File: config.mk
export PLATFORM = sky130hd
export DESIGN_NAME = gfsk_bit_slicer_flat
export DESIGN_NICKNAME = d
export VERILOG_FILES = /design/src/rtl/gfsk_bit_slicer_if.sv /design/src/rtl/gfsk_bit_slicer.sv /design/src/flat_wrapper.sv
export SDC_FILE = /design/constraint.sdc
export NUM_CORES = 1
export LEC_CHECK = 0
export ABC_AREA = 1
export ABC_CLOCK_PERIOD_IN_PS = 1600
export BUFFER_PORTS_ARGS = -buffer_cell sky130_fd_sc_hd__buf_4
export CAP_MARGIN = 20
export CORE_ASPECT_RATIO = 2
export CORE_UTILIZATION = 39
export DETAILED_ROUTE_END_ITERATION = 8
export GPL_ROUTABILITY_DRIVEN = 0
export SLEW_MARGIN = 0
export SYNTH_ARGS = -nofsm -noshare
export SYNTH_HDL_FRONTEND = slang
export SYNTH_SLANG_ARGS = --single-unit
File: constraint.sdc
create_clock -name clk -period 1.6 [get_ports clk]
set_input_delay 0.48 -clock clk [delete_from_list [all_inputs] [get_ports clk]]
set_output_delay 0.48 -clock clk [all_outputs]
set_load 0.02 [all_outputs]
File: src/rtl/gfsk_bit_slicer_if.sv
// Sample-in / bit-out bundle for the GFSK bit slicer.
// The master side feeds soft samples and receives recovered bits; the slicer is the slave.
interface gfsk_bit_slicer_if #(
    parameter int unsigned DW = 11
) ();
    logic          clear;
    logic [DW-1:0] sample_in;
    logic          sample_vld;
    logic          bit_out;
    logic          bit_vld;
    logic          locked;
    logic [7:0]    phase_err;

    modport master (
        output clear,
        output sample_in,
        output sample_vld,
        input  bit_out,
        input  bit_vld,
        input  locked,
        input  phase_err
    );

    modport slave (
        input  clear,
        input  sample_in,
        input  sample_vld,
        output bit_out,
        output bit_vld,
        output locked,
        output phase_err
    );
endinterface

File: src/rtl/gfsk_bit_slicer.sv
// GFSK hard slicer with zero-crossing symbol timing recovery and lock detection.
// Define ADAPTIVE_THRESH_EN to replace the fixed MID threshold with a DC-tracking IIR.
module gfsk_bit_slicer #(
    parameter int unsigned DW       = 11,
    parameter int unsigned SPS      = 8,
    parameter int unsigned MID      = 400,
    parameter int unsigned LOCK_CNT = 16,
    parameter int unsigned ERR_TOL  = 1,
    parameter int unsigned MAX_RUN  = 32
) (
    input logic              clk,
    input logic              rst_n,
    gfsk_bit_slicer_if.slave bus
);
    localparam int unsigned PhW  = $clog2(SPS);
    localparam int unsigned Half = SPS / 2;
    localparam int unsigned CntW = $clog2(LOCK_CNT + 1);
    localparam int unsigned RunW = $clog2(MAX_RUN + 1);

    typedef enum logic [1:0] {
        StSearch,
        StTrack,
        StLocked
    } state_e;

    state_e          state_q, state_d;
    logic [PhW-1:0]  ph_q, ph_d;
    logic            s_prev_q, s_prev_d;
    logic [CntW-1:0] cnt_q, cnt_d;
    logic [1:0]      miss_q, miss_d;
    logic [RunW-1:0] run_q, run_d;
    logic            bit_out_q, bit_out_d;
    logic            bit_vld_q, bit_vld_d;
    logic [7:0]      phase_err_q, phase_err_d;

    logic [DW-1:0]   thr;

`ifdef ADAPTIVE_THRESH_EN
    localparam int unsigned AccW = DW + 5;

    logic [AccW-1:0] acc_q, acc_d;

    // First-order IIR with a 32-sample time constant; thr is the integer part.
    assign thr = acc_q[AccW-1:5];

    always_comb begin
        acc_d = acc_q;
        if (bus.sample_vld) begin
            acc_d = acc_q + AccW'(bus.sample_in) - (acc_q >> 5);
        end
    end

    always_ff @(posedge clk) begin
        if (!rst_n || bus.clear) begin
            acc_q <= AccW'(MID) << 5;
        end else begin
            acc_q <= acc_d;
        end
    end
`else
    assign thr = DW'(MID);
`endif

    logic            s;
    logic            trans;
    logic            in_tol;
    logic [PhW-1:0]  ph_inc;
    logic [PhW-1:0]  ph_corr;
    logic [PhW:0]    ph_plus2;
    logic [8:0]      err;
    logic [8:0]      err_abs;
    logic [CntW-1:0] cnt_inc;
    logic [1:0]      miss_inc;
    logic [RunW-1:0] run_inc;

    always_comb begin
        s        = (bus.sample_in >= thr);
        trans    = (s != s_prev_q);
        ph_inc   = (ph_q == PhW'(SPS - 1)) ? '0 : ph_q + 1'b1;
        ph_plus2 = {1'b0, ph_q} + (PhW + 1)'(2);
        err      = (ph_q < PhW'(Half)) ? 9'(ph_q) : 9'(ph_q) - 9'(SPS);
        err_abs  = err[8] ? 9'd0 - err : err;
        in_tol   = (err_abs <= 9'(ERR_TOL));
        cnt_inc  = cnt_q + 1'b1;
        miss_inc = miss_q + 1'b1;
        run_inc  = run_q + 1'b1;

        // Late edges hold the phase for one sample; early edges skip one ahead.
        if (ph_q == '0) begin
            ph_corr = ph_inc;
        end else if (ph_q < PhW'(Half)) begin
            ph_corr = ph_q;
        end else if (ph_plus2 >= (PhW + 1)'(SPS)) begin
            ph_corr = PhW'(ph_plus2 - (PhW + 1)'(SPS));
        end else begin
            ph_corr = PhW'(ph_plus2);
        end
    end

    always_comb begin
        state_d     = state_q;
        ph_d        = ph_q;
        s_prev_d    = s_prev_q;
        cnt_d       = cnt_q;
        miss_d      = miss_q;
        run_d       = run_q;
        bit_out_d   = bit_out_q;
        bit_vld_d   = 1'b0;
        phase_err_d = phase_err_q;

        if (bus.sample_vld) begin
            s_prev_d = s;
            ph_d     = ph_inc;

            // The bit is decided before any phase correction from the same sample.
            if (state_q != StSearch && ph_q == PhW'(Half)) begin
                bit_out_d = s;
                bit_vld_d = 1'b1;
            end

            if (trans) begin
                phase_err_d = err[7:0];
                run_d       = '0;
                case (state_q)
                    StSearch: begin
                        ph_d    = PhW'(1);
                        state_d = StTrack;
                        cnt_d   = '0;
                    end
                    StTrack: begin
                        ph_d = ph_corr;
                        if (in_tol) begin
                            cnt_d = cnt_inc;
                            if (cnt_inc == CntW'(LOCK_CNT)) begin
                                state_d = StLocked;
                                miss_d  = '0;
                            end
                        end else begin
                            cnt_d = '0;
                        end
                    end
                    StLocked: begin
                        ph_d = ph_corr;
                        if (in_tol) begin
                            miss_d = '0;
                        end else if (miss_inc == 2'd2) begin
                            state_d = StTrack;
                            cnt_d   = '0;
                            miss_d  = '0;
                        end else begin
                            miss_d = miss_inc;
                        end
                    end
                    default: begin
                        state_d = StSearch;
                    end
                endcase
            end else if (state_q != StSearch && ph_q == PhW'(SPS - 1)) begin
                // Symbol wrap without an edge: too many in a row means timing is lost.
                if (run_inc == RunW'(MAX_RUN)) begin
                    state_d = StSearch;
                    run_d   = '0;
                end else begin
                    run_d = run_inc;
                end
            end
        end
    end

    always_ff @(posedge clk) begin
        if (!rst_n || bus.clear) begin
            state_q     <= StSearch;
            ph_q        <= '0;
            s_prev_q    <= 1'b0;
            cnt_q       <= '0;
            miss_q      <= '0;
            run_q       <= '0;
            bit_out_q   <= 1'b0;
            bit_vld_q   <= 1'b0;
            phase_err_q <= '0;
        end else begin
            state_q     <= state_d;
            ph_q        <= ph_d;
            s_prev_q    <= s_prev_d;
            cnt_q       <= cnt_d;
            miss_q      <= miss_d;
            run_q       <= run_d;
            bit_out_q   <= bit_out_d;
            bit_vld_q   <= bit_vld_d;
            phase_err_q <= phase_err_d;
        end
    end

    assign bus.bit_out   = bit_out_q;
    assign bus.bit_vld   = bit_vld_q;
    assign bus.locked    = (state_q == StLocked);
    assign bus.phase_err = phase_err_q;
endmodule
File: src/flat_wrapper.sv
// flat-port wrapper written by rule: the top's interface ports become plain ports
module gfsk_bit_slicer_flat 
#(
    parameter int unsigned DW       = 11,
    parameter int unsigned SPS      = 8,
    parameter int unsigned MID      = 400,
    parameter int unsigned LOCK_CNT = 16,
    parameter int unsigned ERR_TOL  = 1,
    parameter int unsigned MAX_RUN  = 32
)
  (clk, rst_n, bus_clear, bus_sample_in, bus_sample_vld, bus_bit_out, bus_bit_vld, bus_locked, bus_phase_err);
  gfsk_bit_slicer_if #(.DW(DW)) bus_i ();
  input logic clk;
  input logic rst_n;
  input wire logic [$bits(bus_i.clear)-1:0] bus_clear;
  input wire logic [$bits(bus_i.sample_in)-1:0] bus_sample_in;
  input wire logic [$bits(bus_i.sample_vld)-1:0] bus_sample_vld;
  output wire logic [$bits(bus_i.bit_out)-1:0] bus_bit_out;
  output wire logic [$bits(bus_i.bit_vld)-1:0] bus_bit_vld;
  output wire logic [$bits(bus_i.locked)-1:0] bus_locked;
  output wire logic [$bits(bus_i.phase_err)-1:0] bus_phase_err;
  assign bus_i.clear = bus_clear;
  assign bus_i.sample_in = bus_sample_in;
  assign bus_i.sample_vld = bus_sample_vld;
  assign bus_bit_out = bus_i.bit_out;
  assign bus_bit_vld = bus_i.bit_vld;
  assign bus_locked = bus_i.locked;
  assign bus_phase_err = bus_i.phase_err;
  gfsk_bit_slicer #(.DW(DW), .SPS(SPS), .MID(MID), .LOCK_CNT(LOCK_CNT), .ERR_TOL(ERR_TOL), .MAX_RUN(MAX_RUN)) u_core (.clk(clk), .rst_n(rst_n), .bus(bus_i));
endmodule
==> out/summary.txt <==
Synth Flop Type = dfxtp_1
Arrival @ worst endpoint = 1.06 ns
Combinational Power Share = 19.0%
Fillers = 451
clock tree buffer depth = 2
hold buffer count at cts = 0
internal power = 0.00106 W
fin crit share = 96.3%
most frequent cells in the layout = 55 x nand2_1, 42 x buf_4, 26 x inv_1
actual slew at the worst max-slew pin = 0.419 ns
Worst Hold Class = flip-flop to flip-flop
CP max FO = 4
Inserted Diodes = 0
CTS buffer count = 3
slack of the critical path = 0.0598 ns
Clk pwr share = 38.2%
clock period minus worst slack = 1.54 ns
CTS root buffer = clkbuf_8
cell taking the most area after synthesis = dfxtp_1
TritonRoute pass-1 iters = 4
Area after DPL = 1960 sq um
Avg Vias per Cell = 4.82
Reg2Reg Depth = 9
commonest non-fill, non-tap cell in the layout = nand2_1
Crit Path Class = flip-flop to output port
vias in the first global route = 1451
f_max = 649 MHz
first-pass GRT wire length = 6020 um
CP Capture Type = output port
ys async rst share = 0%
Non-Filler Instances = 337
Yosys cell types = 28
Hold Startpoint = u_core.miss_q[1]$_SDFFE_PP0P_
reg2reg start = u_core.ph_q[1]$_SDFFE_PP0P_
yosys warns = 0
peak supply drop = 0.407 mV
DP HPWL = 2820 um
RSZ-0062 raised after global routing = yes
Iteration-0 DRC Markers = 24
leak pwr = 0.968 nW
final WL = 3660 um
CTS Sinks = 24
Total GRT Usage = 18.0%
area grow syn2layout = 31.5%
post-synth net total = 272
CTS tree = yes
Hold Crit Depth = 2
worst-skew pair later-pin latency = 0.28 ns
reg2reg end = u_core.cnt_q[0]$_SDFFE_PP0P_
internal reg-to-reg setup slack = 0.07 ns
worst slack, placed = -0.136 ns
total vias in the final route = 1623
WP data required = 1.12 ns
largest net degree at the start of global routing = 15
fin nets = 312
Yosys top cell area share = 29.2%
Setup Skew = 0.00301 ns
Post-synth EDFFs = 0
final core utilization = 53.4%
PD cells = 671 nW/um^2
status = finished, final reports clean
Die Y = 93.8 um
Initial Util = 40.6%
Worst setup SP type = flip-flop
clock-pin slew on the worst setup and hold paths = 0.09 ns
antenna violations before repair = 0
area of the core = 4050 sq um
cell area after synthesis = 1640 sq um
Area contributors post-synth = dfxtp_1 29%, nand2_1 13%, ha_1 8.4%
io pins = 26
max-slew violation count = 0
max_cap viols = 0
routed length per placed instance = 10.9 um
Final Instance Area = 2160 sq um
Std-Cell Rows = 33
sequential-to-total area share from yosys stat = 29.2%
post-synthesis cell count = 246
Switch Pwr = 0.000389 W
H-tree depth = 1
flops & latches, synth = 24
grt total ovfl = 0
number of routed nets with antenna violations = 0
Hold EP = u_core.miss_q[1]$_SDFFE_PP0P_
Reg power frac = 42.8%
Die X = 47.9 um
Avg Cell Area, Syn = 6.68 sq um
Final Setup Violations = 0
sw frac = 26.8%
# DRC = 0
# placed instances = 332
worst rel slew slack = 72.0%
share of layout cells above drive strength 1 = 35.1%
die area = 4490 sq um
Fin. Hold Viols = 0
port bufs = 21
==> synthesized netlist by cell type, types with 2 or more instances <==
cell	instances
a21oi_1	19
buf_4	6
clkinv_1	2
dfxtp_1	24
ha_1	11
inv_1	31
inv_2	5
nand2_1	58
nand2_2	6
nand3_1	20
nand3_2	4
nand4_1	6
nor2_1	22
nor2_2	2
nor3_1	2
o21ai_0	14
o21ai_1	3
==> how the worst max path moves through the flow <==
stage | startpoint | end | slack [ns] | cells after the start
detailed placement | bus_sample_in[5] | u_core.miss_q[0]$_SDFFE_PP0P_ | -0.14 | 13
global placement | bus_sample_in[5] | u_core.miss_q[0]$_SDFFE_PP0P_ | -0.13 | 13
floorplan | u_core.ph_q[0]$_SDFFE_PP0P_ | u_core.state_q[0]$_SDFFE_PP0P_ | 0.08 | 10
finish | u_core.state_q[1]$_SDFFE_PP0P_ | bus_locked | 0.06 | 3
global route | u_core.ph_q[0]$_SDFFE_PP0P_ | u_core.ph_q[1]$_SDFFE_PP0P_ | -0.11 | 13
CTS | u_core.ph_q[1]$_SDFFE_PP0P_ | u_core.cnt_q[0]$_SDFFE_PP0P_ | -0.003 | 9
==> timing repair <==
item / 4_1_cts / 5_1_grt
pin swaps: 2 / 12
setup buffers: 0 / 1
setup endpoints to repair: 9 / 13
gates resized for setup: 5 / 37
cloned: 0 / 0
==> flip-flops by register name (all words and copies together) (netlist names) <==
name and cells:
u_core.run_q 6, u_core.cnt_q 5, u_core.bus.bit_out 1, u_core.s_prev_q 1, u_core.miss_q 2, u_core.state_q 2
u_core.bus.bit_vld 1, u_core.ph_q 3, u_core.bus.phase_err 3
==> cell families (layout without fill, tap and decap cells) <==
kind of cell               after synthesis  in the layout  synth area share, %
DFF                                     24             24                 29.2
AOI/OAI and AO/OA                       39             39                 12.4
and+or+nand+nor                        126            126                 37.2
adders and majority gates               11             11                 8.37
buffers and inverters                   46             85                 12.8
==> power groups by stage <==
stage	logic (W)	registers, W	clock network, W
finish	0.000275	0.000621	0.000554
global route	0.000307	0.000624	0.000600
CTS	0.000251	0.000621	0.000562
detailed placement	0.000247	0.000635	0
global placement	0.000247	0.000635	0
floorplan	0.000161	0.000638	0
==> layout make-up <==
| cell class | count | area [sq um] | area share (%) |
|---|---|---|---|
| sequential | 24 | 492 | 22.7 |
| tap | 52 | 65.1 | 3.01 |
| multi-input combinational | 176 | 1060 | 49.1 |
| clock buffer | 3 | 41.3 | 1.91 |
| clock inverter | 1 | 30.0 | 1.39 |
| timing repair buffer | 43 | 327 | 15.1 |
| inverter | 38 | 145 | 6.71 |
==> routing by layer <==
layer  vias to the layer above  wire, um  GRT usage (%)
met5                         -         0              0
met4                         0        53           6.71
met3                         5        55           1.92
met2                        11      2070           32.1
met1                       738      1490           20.3
li1                        869         -              -
==> worst max-delay path, cell delays in order (launching register included) <==
cell and delay (ns):
dfxtp_1 0.32, buf_4 0.14, ha_4 0.17, buf_4 0.15
==> per-stage QoR <==
step | power, W | hold WS [ns] | TNS, ns
2_1_floorplan | 0.000799 | 0.409 | 0
3_3_place_gp | 0.000882 | 0.425 | -0.695
3_5_place_dp | 0.000882 | 0.427 | -0.662
4_1_cts | 0.00143 | 0.441 | -0.00276
5_1_grt | 0.00153 | 0.475 | -0.246
6_report | 0.00145 | 0.435 | 0
No activity file was read; power rests on OpenSTA's default activity.
